### config.mk
export PLATFORM = sky130hd
export DESIGN_NAME = startup_sequencer
export DESIGN_NICKNAME = d
export VERILOG_FILES = /design/src/rtl/startup_seq_pkg.sv /design/src/rtl/startup_stage_timer.sv /design/src/rtl/startup_sequencer.sv
export SDC_FILE = /design/constraint.sdc
export NUM_CORES = 1
export LEC_CHECK = 0
export BUFFER_PORTS_ARGS = -buffer_cell sky130_fd_sc_hd__buf_2
export CORE_MARGIN = 5
export CORE_UTILIZATION = 55
export CTS_BUF_LIST = sky130_fd_sc_hd__clkbuf_4
export CTS_CLUSTER_SIZE = 8
export DETAILED_ROUTE_END_ITERATION = 10
export HOLD_SLACK_MARGIN = 0.08
export MAX_ROUTING_LAYER = met4
export PLACE_DENSITY = 0.89
export SLEW_MARGIN = 20
export SYNTH_ARGS = -nofsm -noshare
export SYNTH_HDL_FRONTEND = slang
export SYNTH_SLANG_ARGS = --single-unit
### constraint.sdc
create_clock -name clock_i -period 5.85 [get_ports clock_i]
set_input_delay 0.585 -clock clock_i [delete_from_list [all_inputs] [get_ports clock_i]]
set_output_delay 0.585 -clock clock_i [all_outputs]
set_load 0.01 [all_outputs]
### src/rtl/startup_seq_pkg.sv
// Shared types and helpers for the power-up sequencer.
//   state_e        : sequencer FSM states
//   stage_delay_at : pulls one stage's delay out of the packed delay vector
package startup_seq_pkg;

  typedef enum logic {
    ST_RUN  = 1'b0,
    ST_DONE = 1'b1
  } state_e;

  // Upper bounds on the parameters the sequencer accepts
  localparam int unsigned MAX_STAGES     = 16;
  localparam int unsigned MAX_CNT_W      = 64;
  localparam int unsigned MAX_DELAY_BITS = MAX_STAGES * MAX_CNT_W;

  // Returns bits [idx*cnt_w +: cnt_w] of vec, zero-extended to MAX_CNT_W
  function automatic logic [MAX_CNT_W-1:0] stage_delay_at(
    input logic [MAX_DELAY_BITS-1:0] vec,
    input int unsigned               idx,
    input int unsigned               cnt_w
  );
    logic [MAX_DELAY_BITS-1:0] shifted;
    logic [MAX_CNT_W-1:0]      mask;
    shifted = vec >> (idx * cnt_w);
    if (cnt_w >= MAX_CNT_W) begin
      mask = '1;
    end else begin
      mask = (MAX_CNT_W'(1) << cnt_w) - MAX_CNT_W'(1);
    end
    return MAX_CNT_W'(shifted) & mask;
  endfunction

endpackage

### src/rtl/startup_stage_timer.sv
// Per-stage delay timer: counts unheld cycles and strobes when the count
// reaches the programmed delay, clearing itself on that same edge.
//   clock_i     : system clock, rising edge
//   reset_i     : asynchronous active-high reset
//   clear_i     : synchronous clear (highest priority)
//   enable_i    : count / compare enable
//   delay_i     : delay for the stage currently timing
//   expired_c_o : combinational strobe, count >= delay while enabled
module startup_stage_timer #(
  parameter int unsigned CNT_WIDTH = 32
) (
  input  logic                 clock_i,
  input  logic                 reset_i,
  input  logic                 clear_i,
  input  logic                 enable_i,
  input  logic [CNT_WIDTH-1:0] delay_i,
  output logic                 expired_c_o
);

  logic [CNT_WIDTH-1:0] count_q;
  logic [CNT_WIDTH-1:0] count_d;

  // >= rather than == so a delay lowered below the count still completes
  always_comb begin
    expired_c_o = enable_i && (count_q >= delay_i);
  end

  // Counter never wraps: it is cleared as soon as it reaches the delay
  always_comb begin
    count_d = count_q;
    if (clear_i) begin
      count_d = '0;
    end else if (expired_c_o) begin
      count_d = '0;
    end else if (enable_i) begin
      count_d = count_q + CNT_WIDTH'(1);
    end
  end

  always_ff @(posedge clock_i or posedge reset_i) begin
    if (reset_i) begin
      count_q <= '0;
    end else begin
      count_q <= count_d;
    end
  end

endmodule

### src/rtl/startup_sequencer.sv
// Power-up sequencer: releases NUM_STAGES ready flags in ascending order,
// each after its own programmable delay from the previous release.
//   clock_i       : system clock, rising edge
//   reset_i       : asynchronous active-high reset
//   restart_i     : synchronous pulse, restarts from stage 0 (beats hold_i)
//   hold_i        : level, freezes counting and stage advance while in RUN
//   stage_delay_i : packed delays, stage k at [k*CNT_WIDTH +: CNT_WIDTH]
//   ready_o       : thermometer release flags, bit 0 first
//   done_o        : all stages released
//   busy_o        : sequence in progress
//   stage_o       : stage currently timing, NUM_STAGES once complete
module startup_sequencer
  import startup_seq_pkg::*;
#(
  parameter  int unsigned NUM_STAGES = 4,
  parameter  int unsigned CNT_WIDTH  = 32,
  localparam int unsigned STAGE_W    = $clog2(NUM_STAGES + 1)
) (
  input  logic                            clock_i,
  input  logic                            reset_i,
  input  logic                            restart_i,
  input  logic                            hold_i,
  input  logic [NUM_STAGES*CNT_WIDTH-1:0] stage_delay_i,
  output logic [NUM_STAGES-1:0]           ready_o,
  output logic                            done_o,
  output logic                            busy_o,
  output logic [STAGE_W-1:0]              stage_o
);

  state_e                state_q;
  state_e                state_d;
  logic [NUM_STAGES-1:0] ready_q;
  logic [NUM_STAGES-1:0] ready_d;
  logic [STAGE_W-1:0]    stage_q;
  logic [STAGE_W-1:0]    stage_d;
  logic                  done_q;
  logic                  done_d;
  logic                  busy_q;
  logic                  busy_d;

  logic                  timer_en;
  logic                  expired;
  logic                  last_stage;
  logic [CNT_WIDTH-1:0]  cur_delay;

  // Delay is sampled live each cycle; only meaningful while in RUN
  always_comb begin
    cur_delay = CNT_WIDTH'(stage_delay_at(MAX_DELAY_BITS'(stage_delay_i),
                                          int'(stage_q), CNT_WIDTH));
  end

  always_comb begin
    timer_en   = (state_q == ST_RUN) && !hold_i && !restart_i;
    last_stage = (stage_q == STAGE_W'(NUM_STAGES - 1));
  end

  startup_stage_timer #(
    .CNT_WIDTH (CNT_WIDTH)
  ) u_timer (
    .clock_i     (clock_i),
    .reset_i     (reset_i),
    .clear_i     (restart_i),
    .enable_i    (timer_en),
    .delay_i     (cur_delay),
    .expired_c_o (expired)
  );

  // State register plus the registered outputs
  always_ff @(posedge clock_i or posedge reset_i) begin
    if (reset_i) begin
      state_q <= ST_RUN;
      ready_q <= '0;
      stage_q <= '0;
      done_q  <= 1'b0;
      busy_q  <= 1'b1;
    end else begin
      state_q <= state_d;
      ready_q <= ready_d;
      stage_q <= stage_d;
      done_q  <= done_d;
      busy_q  <= busy_d;
    end
  end

  // Next-state logic
  always_comb begin
    state_d = state_q;
    case (state_q)
      ST_RUN: begin
        if (!restart_i && expired && last_stage) begin
          state_d = ST_DONE;
        end
      end
      ST_DONE: begin
        if (restart_i) begin
          state_d = ST_RUN;
        end
      end
      default: state_d = ST_RUN;
    endcase
  end

  // Output next values; done/busy follow the next state so they stay registered
  always_comb begin
    ready_d = ready_q;
    stage_d = stage_q;
    if (restart_i) begin
      ready_d = '0;
      stage_d = '0;
    end else if (expired) begin
      ready_d = ready_q | (NUM_STAGES'(1) << stage_q);
      stage_d = stage_q + STAGE_W'(1);
    end
    done_d = (state_d == ST_DONE);
    busy_d = (state_d == ST_RUN);
  end

  assign ready_o = ready_q;
  assign stage_o = stage_q;
  assign done_o  = done_q;
  assign busy_o  = busy_q;

endmodule

==> flow_summary.yaml, run 1 <==
finish:
  antenna_cells: 0
  drive_gt1_frac: 0.381
  final_net_count: 663
  nFillCells: 474
  area_growth_pct: 22.4
  multi_input_area_sq_um: 2470
  regArea_sq_um: 1030
synth:
  synth_common_cells: "nand2_1, dfrtp_1, nor2_1"
  synth-edff-count: 0
  synth_ff_type: "dfrtp_1"
  synth_largest_area_cell: "dfrtp_1"
  ys_seq_elements: 41
  yosysUniqueCellTypes: 47
  seq_area_frac_synth: 0.284
  synth.area.top_cells: "dfrtp_1, mux4_2, ha_1, nand2_1, xor2_1"
  synth_warnings: 0
  yosysMostFrequentCell: "nand2_1"
  syn_area_sq_um: 3610
  ys_async_sr_fraction: 1.00
  synth_nets: 530
  synth.avg_cell_area_sq_um: 10.0
  syn_inst: 360
  yosysTopAreaCellShare: 0.277
sta:
  max_slew_margin: 0.364
  slew_violations: 0
  setup_ws_ps: 2170
  tns_ps: 0
  fmax_mhz: 272
  hold_slack_ps: 345
  rsz0062_at_grt: "false"
  timing_hold_violations_final: 0
  fin_crit_sh: 0.629
  finClkSkew_ps: 13.7
  setup_viol: 0
  tightest_slew_ps: 953
  fin_crit_ps: 3680
placed_design:
  place_ws_ps: 1950
  port_buffers: 140
  gp_congestion: 0.892
  hpwl_mm: 8.39
die:
  core_area_sq_um: 6390
  rows: 29
  die_area_sq_um: 8290
  pin_count: 141
  start_util: 0.566
  die_w_microns: 91.0
  dieHeight_microns: 91.0
drt:
  antenna_left: 0
  viasPerCell: 6.05
  avgRoutedWirePerCell_microns: 18.1
  finalWirelength_mm: 10.3
  route.detailed.drc: 0
  dr_total_vias: 3457
  first_iter_violations: 282
  dr.pass1.iters: 5
critical_path:
  cp-start-kind: "register"
  slowest_stage: "dfrtp_4"
  endpoint: "u_timer.count_q[3]$_DFFE_PP0P_"
  startpoint: "stage_o[0]$_DFFE_PP0P_"
  crit_required_ps: 6120
  worstSetupEndpointType: "register"
  crit_fanout: 36
  r2r-end: "u_timer.count_q[3]$_DFFE_PP0P_"
  critical_path.cell_chain: "mux4_2, and2_1, ha_1, nand2b_1, a2111oi_0, or4b_4, a31oi_4, a211o_2, nor2_1"
  crit_path_max_incr_delay_ps: 850
  r2r_slack_ps: 2170
  r2r_cells: 9
  arrival_ps: 3950
  r2r-start: "stage_o[0]$_DFFE_PP0P_"
  critical_path_class: "register to register"
power_and_ir_drop:
  peakVddDrop_mv: 0.116
  p_leak_uw: 0.00218
  power_density_nw_per_um2: 130
cts:
  clockBufferDepth: 2
  root_buffer: "clkbuf_4"
  cts_hold_buf: 0
  clk_pin_slew_ps: 130
  insertion_delay_ps: 350
  ctsResizeCount: 0
  cts_made_buffers: 5
  cts_tree: "built"
  clkSinkCount: 41
  post_cts_buffers: 0
  htree_levels: 2
grt:
  grt_pass1_vias: 3595
  overflow: 0
  grt_pass1_wl_mm: 17.1
  grt_max_degree: 42
  antenna_found_initial: 0
  track_usage: 0.258
job:
  maxCapViolations: 0
status:
  status: "completed"
hold_path:
  hp-class: "input pin to asynchronous set/reset pin"
## critical path, delay by kind of cell (launching register included)
family	cells	cell delay [ps]
AO/OA/AOI/OAI	3	1140
flip-flops	1	850
AND/OR/NAND/NOR	4	750
multiplexers	1	570
adder cells (fa/ha/maj)	1	260
## area by class of cell
type,count,area share
Clock buffer,6,0.0102
Inverter,8,0.00679
Multi-Input combinational cell,295,0.559
Tap cell,77,0.0218
Timing Repair Buffer,142,0.162
Clock inverter,2,0.00764
Sequential cell,41,0.233
## worst min-delay path by stage
stage | startpoint | end | slack [ps]
detailed placement | ready_o[1]$_DFFE_PP0P_ | ready_o[1]$_DFFE_PP0P_ | 490
global placement | done_o$_DFF_PP0_ | busy_o$_DFF_PP1_ | 490
CTS | reset_i | u_timer.count_q[0]$_DFFE_PP0P_ | 360
finish | reset_i | u_timer.count_q[12]$_DFFE_PP0P_ | 350
global route | reset_i | u_timer.count_q[10]$_DFFE_PP0P_ | 380
floorplan | done_o$_DFF_PP0_ | busy_o$_DFF_PP1_ | 500
## state kept, by name, indices dropped and copies added, names as in the netlist
name             count
busy_o               1
stage_o              3
done_o               1
u_timer.count_q     32
ready_o              4
## through the flow
step / cells / power, uW / instance area [sq um] / utilization
floorplan: 360 / 340 / 3610 / -
global placement: 563 / 390 / 4340 / 0.680
detailed placement: 563 / 395 / 4340 / 0.680
CTS: 571 / 577 / 4420 / 0.692
global route: 571 / 603 / 4420 / 0.693
finish: 571 / 576 / 4420 / 0.693
## metal layers
| metal | wire length, microns | track usage |
|---|---|---|
| met3 | 656 | 0.0298 |
| met4 | 352 | 0.100 |
| met5 | 0 | - |
| met1 | 4190 | 0.332 |
| met2 | 5150 | 0.420 |
## where the power goes
group / internal, uW / total [uW] / leakage [uW] / switching [uW]
Sequential: 285 / 287 / 0.000566 / 2.16
Combinational: 57.7 / 104 / 0.00157 / 46.3
Clock: 93.7 / 185 / 0.0000433 / 91.8
## kinds of logic (layout without fill, tap and decap cells)
| logic type | count (synthesis) | count (layout) | synth area share |
|---|---|---|---|
| XOR/XNOR | 29 | 29 | 0.0703 |
| flip-flops | 41 | 41 | 0.284 |
| multiplexers | 32 | 32 | 0.200 |
| adder cells (fa/ha/maj) | 38 | 38 | 0.132 |
| AO/OA/AOI/OAI | 47 | 47 | 0.0897 |
| AND/OR/NAND/NOR | 149 | 149 | 0.193 |
| buffers and inverters | 24 | 158 | 0.0315 |
## placed cells by master, fill, tap and decap left out, drive strengths merged, types with 3 or more instances in the layout
cell type | synthesis | final
a21oi | 17 | 17
a32o | 4 | 4
and2 | 3 | 3
and3 | 6 | 6
and4 | 5 | 5
buf | 6 | 142
clkbuf | 10 | 6
dfrtp | 40 | 40
ha | 38 | 38
inv | 7 | 7
mux4 | 32 | 32
nand2 | 55 | 55
nand3 | 18 | 18
nand4 | 9 | 9
nor2 | 40 | 40
nor3 | 3 | 3
o21ai | 9 | 9
xnor2 | 8 | 8
xor2 | 21 | 21
(Power assumes the default switching activity.)
==> run 2: changes to the inputs <==
--- a/config.mk
+++ b/config.mk
@@ -7,13 +7,13 @@
 export LEC_CHECK = 0
 export BUFFER_PORTS_ARGS = -buffer_cell sky130_fd_sc_hd__buf_2
 export CORE_MARGIN = 5
-export CORE_UTILIZATION = 55
+export CORE_UTILIZATION = 51
 export CTS_BUF_LIST = sky130_fd_sc_hd__clkbuf_4
 export CTS_CLUSTER_SIZE = 8
 export DETAILED_ROUTE_END_ITERATION = 10
 export HOLD_SLACK_MARGIN = 0.08
 export MAX_ROUTING_LAYER = met4
-export PLACE_DENSITY = 0.89
+export PLACE_DENSITY = 0.83
 export SLEW_MARGIN = 20
 export SYNTH_ARGS = -nofsm -noshare
 export SYNTH_HDL_FRONTEND = slang
==> constraint.sdc (replaced) <==
create_clock -name clock_i -period 3.9 [get_ports clock_i]
set_input_delay 0.39 -clock clock_i [delete_from_list [all_inputs] [get_ports clock_i]]
set_output_delay 0.39 -clock clock_i [all_outputs]
set_load 0.01 [all_outputs]
==> run 2 against run 1 <==
Net effect:
- global-route usage fell by 1.1 points
- utilization fell by 3.4 points
- non-clock buffer count rose by 4
- clock power rose by 59%
- count of clock-buffer cells in the layout fell by 1
- clock skew fell by 3.0 ps
- die area rose by 7.0%
- sequential power rose by 50%
- power rose by 52%
- highest routed layer unchanged
- first-iteration DRC count fell by 6.0%
- largest power group unchanged
==> flow_summary.yaml, run 2 (synthesis results as in run 1) <==
status:
  status: "completed"
finish:
  fin_util: 0.658
  most-common-layout-cells: "buf_2, nand2_1, nor2_1"
  design_area_sq_um: 4500
  top_register: "u_timer.count_q"
  instances_no_fill: 595
  final_common_cell: "buf_2"
  drive_gt1_frac: 0.388
  final_net_count: 667
  area_growth_pct: 24.5
  largest_reg_flops: 32
sta:
  tightest_slew_ps: 828
  tns_ps: 0
  timing_hold_violations_final: 0
  hold_slack_ps: 129
  fmax_mhz: 281
  finClkSkew_ps: 10.7
  fin_crit_sh: 0.914
  fin_crit_ps: 3560
  max_slew_margin: 0.447
  setup_viol: 0
  slew_violations: 0
  rsz0062_at_grt: "false"
cts:
  clockBufferDepth: 2
  cts_made_buffers: 5
  htree_levels: 2
  root_buffer: "clkbuf_4"
  clkSinkCount: 41
  clk_pin_slew_ps: 140
  insertion_delay_ps: 360
  cts_tree: "built"
  cts_hold_buf: 0
grt:
  grt_pass1_vias: 3648
  grt_pass1_wl_mm: 17.0
  overflow: 0
  antenna_found_initial: 1
  grt_max_degree: 42
  track_usage: 0.248
drt:
  avgRoutedWirePerCell_microns: 17.1
  dr.pass1.iters: 4
  first_iter_violations: 265
  antenna_left: 0
  dr_total_vias: 3435
  viasPerCell: 5.77
  route.detailed.drc: 0
  finalWirelength_mm: 10.2
power_and_ir_drop:
  p_leak_uw: 0.00220
  power_density_nw_per_um2: 195
  peakVddDrop_mv: 0.159
critical_path:
  arrival_ps: 3800
  worstSetupEndpointType: "register"
  crit_required_ps: 4130
  crit_fanout: 29
  cp-start-kind: "register"
  critical_path_class: "register to register"
job:
  maxCapViolations: 0
placed_design:
  placedCellCount: 586
  place_area_sq_um: 4410
  gp_congestion: 0.901
  hpwl_mm: 8.33
  port_buffers: 140
hold_path:
  hp-class: "input pin to asynchronous set/reset pin"
die:
  rows: 30
  start_util: 0.529
  core_area_sq_um: 6830
  die_area_sq_um: 8870
  dieHeight_microns: 94.2
  die_w_microns: 94.2
  pin_count: 141
==> run 2: cell count changes in the layout (fill, tap and decap cells not counted), sizes merged <==
| cell | delta |
|---|---|
| buf | +4 |
| clkbuf | -1 |
| diode | +1 |
| clkinvlp | +1 |
==> run 2: repair_timing <==
action | 4_1_cts | 5_1_grt
setup endpoints to repair | 0 | 29
setup buffers | 0 | 0
gates resized for setup | 0 | 1
==> run 2: area by class of cell <==
| cell class | instances | area [sq um] |
|---|---|---|
| multi-input cells | 295 | 2470 |
| fillers | 551 | 2330 |
| flip-flops and latches | 41 | 1030 |
| repair buffers | 146 | 758 |
| well taps | 96 | 120 |
| clock inverters | 3 | 46.3 |
| clock buffers | 5 | 37.5 |
| inverters | 8 | 30.0 |
| diodes | 1 | 2.50 |
==> run 2: worst paths after layout <==
kind	slack (ps)	end	cells past startpoint	start
min in group clock_i	350	ready_o[3]$_DFFE_PP0P_	2	restart_i
worst min-delay path	130	u_timer.count_q[11]$_DFFE_PP0P_	3	reset_i
worst max register to register	340	u_timer.count_q[26]$_DFFE_PP0P_	10	stage_o[1]$_DFFE_PP0P_
max in group asynchronous	3370	stage_o[0]$_DFFE_PP0P_	3	reset_i
worst min register to register	510	ready_o[0]$_DFFE_PP0P_	1	ready_o[0]$_DFFE_PP0P_
worst max-delay path	340	u_timer.count_q[26]$_DFFE_PP0P_	10	stage_o[1]$_DFFE_PP0P_
==> run 2: per-stage QoR <==
step | setup slack, ps | total power [uW]
after floorplan | 520 | 510
after global placement | 390 | 583
after CTS | 194 | 874
final | 335 | 875
after detailed placement | 223 | 589
after global routing | 76.5 | 911
==> run 2: critical path, cell delays in order, from the launching register on <==
cell and delay [ps]:
dfrtp_1 850, buf_4 290, mux4_2 200, nand2_1 100
ha_1 310, nand4_1 190, nor4_1 450, nand2_1 170
a31oi_4 270, a211o_2 480, nor2_1 120
==> run 2: per-layer routing <==
metal / global-route usage / share of wire / vias to the layer above
met5: - / 0 / -
met4: 0.0818 / 0.023 / 0
met3: 0.0377 / 0.057 / 20
met2: 0.400 / 0.51 / 145
met1: 0.321 / 0.41 / 1661
li1: - / - / 1609
==> run 2: where the power goes <==
| group | internal [uW] | switching [uW] |
|---|---|---|
| registers | 427 | 3.12 |
| logic | 86.0 | 64.2 |
| clock network | 136 | 159 |
| total | 649 | 226 |
